--- src/rtl/handshake_upsizer.sv ---
// ---------------------------------------------------------------------------
// handshake_upsizer
//
// Packs RATIO consecutive narrow input beats into one wide output word.
// Lanes fill little-endian: the first beat of a word lands in the lowest
// IN_BITS of m_data. A beat with s_last set closes the word early. Lanes that
// were never written read as zero and have their m_keep bit cleared.
//
// Handshake semantics (both sides): a transfer happens on a rising clk edge
// where valid && ready. A producer never drops valid or changes its payload
// until the transfer happens. Ready may depend combinationally on the other
// side's ready, never on this side's own valid.
//
// Ports:
//   clk      in   clock, all logic on posedge
//   rst      in   asynchronous reset, active low (0 = in reset)
//   s_valid  in   input beat valid
//   s_ready  out  input beat ready (low during reset and while a word stalls)
//   s_data   in   input beat payload, IN_BITS wide
//   s_last   in   last beat of a packet, closes the current word
//   m_valid  out  output word valid
//   m_ready  in   output word ready
//   m_data   out  packed output word, IN_BITS*RATIO wide
//   m_keep   out  per-lane valid flags, RATIO wide
//   m_last   out  output word ends a packet
// ---------------------------------------------------------------------------
module handshake_upsizer #(
  parameter  int IN_BITS  = 8,
  parameter  int RATIO    = 4,
  localparam int OUT_BITS = IN_BITS * RATIO
) (
  input  logic                clk,
  input  logic                rst,
  input  logic                s_valid,
  output logic                s_ready,
  input  logic [IN_BITS-1:0]  s_data,
  input  logic                s_last,
  output logic                m_valid,
  input  logic                m_ready,
  output logic [OUT_BITS-1:0] m_data,
  output logic [RATIO-1:0]    m_keep,
  output logic                m_last
);

  // Lane counter width. The guard keeps the declaration legal long enough for
  // the RATIO check below to report a readable message.
  localparam int CNT_W = (RATIO > 1) ? $clog2(RATIO) : 1;
  localparam logic [CNT_W-1:0] LAST_LANE = CNT_W'(RATIO - 1);

  if (RATIO < 2) begin : g_ratio_check
    $error("handshake_upsizer: RATIO must be 2 or more");
  end

  // -------------------------------------------------------------------------
  // State
  // -------------------------------------------------------------------------
  logic [CNT_W-1:0]    r_cnt;      // lane the next accepted beat lands in
  logic [OUT_BITS-1:0] r_acc;      // partial word, unwritten lanes held at 0
  logic                r_m_valid;
  logic [OUT_BITS-1:0] r_m_data;
  logic [RATIO-1:0]    r_m_keep;
  logic                r_m_last;

  // -------------------------------------------------------------------------
  // Handshake decode
  // -------------------------------------------------------------------------
  logic                w_in_xfer;
  logic                w_out_xfer;
  logic                w_last_lane;
  logic                w_complete;
  logic [OUT_BITS-1:0] w_acc_merged;
  logic [RATIO-1:0]    w_keep_merged;

  // Input is taken whenever the output register is empty or being emptied
  // this cycle, so a completing beat can overwrite a word leaving on the same
  // edge. Gating with rst keeps the source stalled throughout reset.
  assign s_ready     = rst && (!r_m_valid || m_ready);
  assign w_in_xfer   = s_valid && s_ready;
  assign w_out_xfer  = r_m_valid && m_ready;
  assign w_last_lane = (r_cnt == LAST_LANE);
  assign w_complete  = w_in_xfer && (w_last_lane || s_last);

  // Accumulator with the incoming beat dropped into lane r_cnt. Keep flags
  // are not stored: lanes 0..r_cnt are exactly the ones written so far.
  always_comb begin
    w_acc_merged  = r_acc;
    w_keep_merged = '0;
    for (int k = 0; k < RATIO; k++) begin
      if (CNT_W'(k) == r_cnt) begin
        w_acc_merged[k*IN_BITS +: IN_BITS] = s_data;
      end
      w_keep_merged[k] = (CNT_W'(k) <= r_cnt);
    end
  end

  // -------------------------------------------------------------------------
  // Accumulator and lane counter
  // -------------------------------------------------------------------------
  always_ff @(posedge clk or negedge rst) begin
    if (!rst) begin
      r_cnt <= '0;
      r_acc <= '0;
    end else if (w_in_xfer) begin
      if (w_complete) begin
        // Clearing here is what makes unwritten lanes of a short word zero.
        r_cnt <= '0;
        r_acc <= '0;
      end else begin
        // w_complete covers the last lane, so this never runs past RATIO-1.
        r_cnt <= r_cnt + CNT_W'(1);
        r_acc <= w_acc_merged;
      end
    end
  end

  // -------------------------------------------------------------------------
  // Output register
  // -------------------------------------------------------------------------
  always_ff @(posedge clk or negedge rst) begin
    if (!rst) begin
      r_m_valid <= 1'b0;
      r_m_data  <= '0;
      r_m_keep  <= '0;
      r_m_last  <= 1'b0;
    end else if (w_complete) begin
      // s_ready guarantees the register is empty or draining this edge.
      r_m_valid <= 1'b1;
      r_m_data  <= w_acc_merged;
      r_m_keep  <= w_keep_merged;
      r_m_last  <= s_last;
    end else if (w_out_xfer) begin
      // Payload is left stale; it is don't-care while m_valid is low.
      r_m_valid <= 1'b0;
    end
  end

  assign m_valid = r_m_valid;
  assign m_data  = r_m_data;
  assign m_keep  = r_m_keep;
  assign m_last  = r_m_last;

endmodule

--- config.mk ---
export PLATFORM = sky130hd
export DESIGN_NAME = handshake_upsizer
export DESIGN_NICKNAME = d
export VERILOG_FILES = /design/src/rtl/handshake_upsizer.sv
export SDC_FILE = /design/constraint.sdc
export NUM_CORES = 1
export LEC_CHECK = 0
export CAP_MARGIN = 20
export CELL_PAD_IN_SITES_DETAIL_PLACEMENT = 1
export CELL_PAD_IN_SITES_GLOBAL_PLACEMENT = 2
export CORE_ASPECT_RATIO = 0.7
export CORE_UTILIZATION = 37
export DETAILED_ROUTE_END_ITERATION = 8
export PLACE_DENSITY_LB_ADDON = 0.3
export SKIP_LAST_GASP = 1
export SLEW_MARGIN = 20
export SYNTH_ARGS = -nofsm -noshare
export SYNTH_HDL_FRONTEND = slang
export SYNTH_SLANG_ARGS = --single-unit
export TNS_END_PERCENT = 50
--- constraint.sdc ---
create_clock -name clk -period 2.14 [get_ports clk]
set_input_delay 0.428 -clock clk [delete_from_list [all_inputs] [get_ports clk]]
set_output_delay 0.428 -clock clk [all_outputs]
set_load 0.05 [all_outputs]
# Word-level counts from Yosys, hierarchy flattened
# Cells that the tools add are included.
# word_totals
ff_bits	72
input_bits	13
output_inout_bits	39
word_cells	32
# classes
n_addsub	1
order_cmp	4
eq_ne	4
n_mux	8
n_reduce_logical	9
# ops
operator	count
$mux 32	1
$mux 8	4
$eq 2x2->1 const A	2
$le 1x2->1 const A	2
$le 2x2->1 const A	2
$logic_and 1x1->1	4
$add 2x1->2 const B	1
$eq 1x2->1 const A	1
$eq 2x2->1 const B	1
$logic_not 2->1	1
$logic_or 1x1->1	2
$mux 1	2
$mux 2	1
$reduce_bool 2->1	1
$logic_not 1->1	1

# Depth between registers and ports, before layout
# Gate-level depths: netlist of run 1.
# depth
depth_word	6
mapped_depth	6
mapped_depth_nobuf	4

# Least setup slack after synthesis of run 1
# OpenSTA, ideal clock, no wires.
# synth_path
kind	reg2out
startpoint	register r_m_valid (netlist: m_valid)
endpoint	output s_ready
arrival_time_ns	1.472
required_ns	1.712
setup_slack_ns	0.240
path_stages_with_launch	4
path_buffers	1
cell_sequence	dfrtp_1 > nand2b_1 > clkbuf_1 > and2_1
# synth_between
elab_chain_len	3
# synth_rtl
element	line	source
start: declaration	59	logic r_m_valid;
start signal: assignment	121	r_m_valid <= 1'b0;
start signal: assignment	127	r_m_valid <= 1'b1;
start signal: assignment	133	r_m_valid <= 1'b0;
$logic_not 1->1	77	assign s_ready = rst && (!r_m_valid || m_ready);
$logic_or 1x1->1	77	
$logic_and 1x1->1	77	
end: declaration	35	output logic s_ready,
# Every way passes these cells.

# Worst setup path in the final report of run 1
# layout_path
startpoint	input rst
endpoint	register r_m_data[22] (netlist: m_data[22])
# layout_between
elab_chain_len	3
# layout_rtl
element	line	source
start: declaration	33	input logic rst,
$logic_and 1x1->1	77	
$logic_and 1x1->1	78	assign w_in_xfer = s_valid && s_ready;
$logic_and 1x1->1	81	assign w_complete = w_in_xfer && (w_last_lane || s_last);
end signal: assignment	128	r_m_data <= w_acc_merged;
end: declaration	60	logic [OUT_BITS-1:0] r_m_data;
# Every way passes these cells.
# A chain may end at the register's enable or synchronous reset.

==> flow_summary.ini, run 1 <==
[min_path]
holdPathStages = 1
min_path_type = reg -> reg

[drt]
vias = 2022
drc = 2
vias_per_cell = 5.27
drt_wl_total_um = 7070
ant_nets = 0
wl_met1_um = 3650
wire_per_inst_um = 18.4
top_layer_used = met4
wl_met3_um = 356
drtIter0Drc = 77
route.met2.wl_um = 2980
drt_pass1_iterations = 8

[grt]
antenna_found_initial = 0
grt_usage = 0.178
grt-ovfl-total = 0
grt_max_degree = 65
grt_pass1_wl_um = 11800
grt_pass1_vias = 2189

[sta]
fmax_ghz = 0.504
layout_min_cycle_time_ns = 1.98
slew_headroom = 0.332
holdWs_ns = 0.464
grt_setup_unrepaired = false
finalMaxSlewViolations = 0
worstMarginPinSlew_ns = 0.987
clock_skew_ns = 0.00581
fin_crit_sh = 0.927
final_hold_viol_count = 0
setup_viol = 0

[logic_synthesis]
synth_top_family_by_area = multiplexers
muxShareOfSynthArea = 0.236
synth.avg_cell_area_um2 = 14.6
synthTopCellsByCount = dfrtp_1 (72), mux2_2 (62), a22o_1 (26), nor2b_1 (8)
yosys.area_share.adder = 0.0199
synth.distinct_cells = 24
post-synth-top-count-cell = dfrtp_1
syn-num-nets = 234
synth.top_cell.area_share = 0.573
synth-main-ff-cell = dfrtp_1
synth-xor-area-share = 0
yosys.area.top_type = dfrtp_1
synth_area_um2 = 3140
yosys_warnings = 0
ys_seq_elements = 72
synth_edf_count = 0
synth-compound-area-share = 0.0856
ys_async_sr_fraction = 1.00
synth-simple-area-share = 0.0509
syn-instance-count = 216
synth_area_leaders = dfrtp_1 (57%), mux2_2 (22%), a22o_1 (7.2%)
seq_area_frac_synth = 0.573

[clocking]
cts.clk_slew.worst_paths_ns = 0.05
cts.sinks = 72
post-cts-setup-buffers = 0
clock_latency_ns = 0.34
cts_tree = built
cts_made_buffers = 9
clk_path_buf_depth = 2
h-tree-depth = 3
postCtsHoldBufs = 1
post_cts_resized = 0
cts-root-buf = clkbuf_16

[power_and_ir_drop]
ir_worst_vdd_mv = 0.731
power_mw = 5.28
pwr-share-seq = 0.342
p_sw_mw = 1.84
p_per_area_nw_per_um2 = 1270
p_leak_nw = 1.92
clkPwrFrac = 0.305
p_comb_frac = 0.353
internal-power_mw = 3.44
switching_share = 0.349

[layout]
antenna_cells = 0
n_fill_cell = 789
post-route-util = 0.516
finalNonFillerCells = 384
area_growth_pct = 31.9
drive_above_1_share = 0.336
finalNetCount = 296

[die]
die-area_um2 = 8880
start_util = 0.391
die_h_um = 79.1
ios = 52
core.rowCount = 27
die_w_um = 112
core_region_area_um2 = 8040

[critical_path]
max_stage_delay_ns = 0.53
required_ns = 2.36
critical_path_arrival_ns = 2.20
critPathLaunchType = input pin
critPathMaxFanout = 22
reg2regPathDepth = 5
crit_chain = dlygate4sd3_1 > buf_4 > nand2_1 > nor3b_4 > buf_12 > mux2_2
ff2ff_setup_slack_ns = 0.24
slowest_stage = dlygate4sd3_1
critPathCaptureType = register
worstSetupPathType = in -> reg

[outcome]
status = complete, but fails checks
violations = design-rule violations

[place]
place_hpwl_um = 4620
placedCellCount = 367
gp_congestion = 0.768
port_buffers = 51

[job]
maxCapViolations = 0
==> metal layers <==
layer	vias to the layer above	global-route usage
met5	-	0
met4	0	0.0560
met3	7	0.0618
met2	50	0.263
met1	1055	0.245
li1	910	-
==> metrics by stage <==
step	TNS (ns)	setup slack, ns	instance area (um2)
2_1_floorplan	0	0.240	3140
3_3_place_gp	-0.601	-0.0767	3810
3_5_place_dp	-1.68	-0.0756	3810
4_1_cts	0	0.150	4140
5_1_grt	0	0.0611	4150
6_report	0	0.157	4150
==> registers in the layout (all words and copies together), names as in the netlist <==
signal / count
r_acc: 32
m_valid: 1
r_cnt: 2
m_last: 1
m_keep: 4
m_data: 32
==> final cells by class <==
cell class	count	area, um2	share of cell area
flip-flops and latches	72	1800	0.434
multi-input cells	127	1240	0.299
repair buffers	64	643	0.155
clock buffers	10	239	0.0576
well taps	101	126	0.0305
clock inverters	6	82.6	0.0199
inverters	4	15.0	0.00362
==> path summary, 6_finish.rpt <==
path	start	to
worst max-delay path	rst	m_data[22]
worst min-delay path	m_keep[0]	m_keep[0]
worst min register to register	m_keep[0]	m_keep[0]
max in group asynchronous	rst	m_data[22]
worst max register to register	r_cnt[1]	m_data[22]
min in group asynchronous	rst	r_cnt[0]
==> cells in the final DEF, fill, tap and decap left out, types with 2 or more instances in the layout <==
master and n:
dfrtp_1 72, mux2_2 62, clkdlybuf4s50_1 49, a22o_1 26, buf_4 11, clkbuf_16 9, nor2b_1 8, ha_1 5
inv_1 4, and2_1 3, o21ai_0 3, and4_1 3, clkinv_2 3, buf_12 3, nor2_1 2, mux2_1 2
mux2i_1 2, nand4_1 2, o311ai_1 2, nand3_1 2, bufinv_16 2
==> power groups by stage <==
stage | clock network (mW) | registers, mW | logic (mW)
after floorplan | 0 | 2.52 | 0.549
after global placement | 0 | 1.82 | 1.85
after detailed placement | 0 | 1.83 | 1.87
after CTS | 1.65 | 1.81 | 1.88
after global routing | 1.71 | 1.85 | 1.97
final | 1.61 | 1.81 | 1.87
==> kinds of logic after synthesis <==
kind of cell	count (synthesis)
flip-flops	72
adder cells (fa/ha/maj)	5
AO/OA/AOI/OAI	32
AND/OR/NAND/NOR	24
multiplexers	66
buffers and inverters	17
==> critical path: cells and delay by family <==
kind | cells | cell delay, ns
buf+inv | 3 | 0.95
simple gates | 2 | 0.47
mux | 1 | 0.34
No activity file was read; power rests on OpenSTA's default activity.
==> run 2: changes to the inputs <==
==> constraint.sdc (replaced) <==
create_clock -name clk -period 2.14 [get_ports clk]
set_input_delay 0.321 -clock clk [delete_from_list [all_inputs] [get_ports clk]]
set_output_delay 0.321 -clock clk [all_outputs]
set_load 0.05 [all_outputs]
==> run 2 against run 1 <==
The flow still finishes with violations (design-rule violations). Cell area is 0.87% lower. Register-to-register slack better by 0.08 ns. Combinational power hardly changed. Critical path type is now reg -> out. Global-route usage is 0.44 points higher. Clock power is 6% lower. Via count is 0.15% lower. Sequential cell count stayed put. Worst hold slack worse by 0.13 ns. Critical endpoint is now m_data[18].
==> flow_summary.ini, run 2 (synthesis gave the netlist of run 1 again) <==
[place]
gp_congestion = 0.692
place_hpwl_um = 4580
port_buffers = 51
pre_cts_ws_ns = 0.222

[power_and_ir_drop]
internal-power_mw = 3.35
p_sw_mw = 1.83
p_per_area_nw_per_um2 = 1260
p_leak_nw = 1.90
clkPwrFrac = 0.293
p_comb_frac = 0.359
ir_worst_vdd_mv = 0.547
pwr-share-seq = 0.348
switching_share = 0.353

[outcome]
status = complete, but fails checks
violations = design-rule violations

[die]
core_region_area_um2 = 8040
die_w_um = 112
core.rowCount = 27
die-area_um2 = 8880
start_util = 0.391
die_h_um = 79.1
ios = 52

[critical_path]
critical_path_arrival_ns = 1.51
critPathLaunchType = register
max_stage_delay_ns = 0.81
cp_top_family = buffers and inverters
critical_path_buf_inv_count = 1
slowest_stage = clkdlybuf4s50_1
worstSetupPathType = reg -> out
critPathMaxFanout = 2
required_ns = 1.82
crit_chain = clkdlybuf4s50_1
critPathCaptureType = primary output

[layout]
antenna_cells = 0
area_growth_pct = 30.8
finalNetCount = 295
drive_above_1_share = 0.323
final_common_cell = dfrtp_1
mostFrequentLayoutCells = dfrtp_1 (72), mux2_2 (62), clkdlybuf4s50_1 (49)

[clocking]
h-tree-depth = 3
post_cts_resized = 0
cts.sinks = 72
post-cts-setup-buffers = 0
clock_latency_ns = 0.34
cts-root-buf = clkbuf_16
cts.clk_slew.worst_paths_ns = 0.06
cts_made_buffers = 9
clk_path_buf_depth = 2
cts_tree = built

[sta]
clock_skew_ns = 0.00636
holdWs_ns = 0.339
grt_setup_unrepaired = false
tns_ns = 0
fin_crit_sh = 0.857
layout_min_cycle_time_ns = 1.83
fmax_ghz = 0.545
setup_viol = 0
slew_headroom = 0.419
worstMarginPinSlew_ns = 0.871
final_hold_viol_count = 0
layout_setup_ws_ns = 0.307
finalMaxSlewViolations = 0

[min_path]
min_path_type = in -> async

[drt]
vias_per_cell = 5.27
drc = 3
drt_wl_total_um = 7130
ant_nets = 0
drt_pass1_iterations = 6
vias = 2019
drtIter0Drc = 101
wire_per_inst_um = 18.6

[grt]
antenna_found_initial = 0
grt-ovfl-total = 0
grt_pass1_wl_um = 12000
grt_pass1_vias = 2208
grt_usage = 0.182
grt_max_degree = 68

[job]
maxCapViolations = 0
run 2: final timing paths:
| path | slack, ns | cells past startpoint | from | endpoint |
|---|---|---|---|---|
| max in group asynchronous | 0.73 | 3 | rst | m_data[9] |
| worst max-delay path | 0.31 | 1 | m_data[18] | m_data[18] |
| worst max register to register | 0.32 | 4 | r_cnt[0] | m_data[19] |
| worst min register to register | 0.47 | 1 | m_keep[0] | m_keep[0] |
| worst min-delay path | 0.34 | 2 | rst | m_last |
| min in group clk | 0.47 | 1 | m_keep[0] | m_keep[0] |
run 2: power by group through the flow:
stage          sequential (mW)  combinational (mW)  clock, mW
2_1_floorplan             2.52               0.549          0
3_3_place_gp              1.82                1.85          0
3_5_place_dp              1.82                1.87          0
4_1_cts                   1.81                1.88       1.56
5_1_grt                   1.85                1.96       1.62
6_report                  1.80                1.86       1.52
run 2: metal layers:
| layer | track usage | routed length [um] | up-vias |
|---|---|---|---|
| met5 | 0 | 0 | - |
| met4 | 0.0680 | 78 | 0 |
| met3 | 0.0595 | 364 | 8 |
| met2 | 0.261 | 3130 | 48 |
| met1 | 0.256 | 3560 | 1054 |
| li1 | - | - | 909 |
run 2: final cells by class:
class / instances / area [um2]
clock buffer: 13 / 260
clock inverter: 3 / 40.0
fill: 803 / 3930
inverter: 4 / 15.0
multi-input combinational: 127 / 1230
sequential: 72 / 1800
tap: 101 / 126
timing repair buffer: 63 / 636
run 2: what timing repair did:
action,4_1_cts,5_1_grt
hold buffers,1,0
endpoints found under the setup margin,0,0
hold endpoints to repair,5,0
run 2: per-stage QoR:
step                power (mW)  cell area (um2)  utilization  instances
floorplan                 3.07             3140            -        216
global placement          3.67             3800        0.473        366
detailed placement        3.69             3800        0.473        366
CTS                       5.25             4110        0.511        383
global route              5.43             4110        0.511        383
finish                    5.18             4110        0.511        383
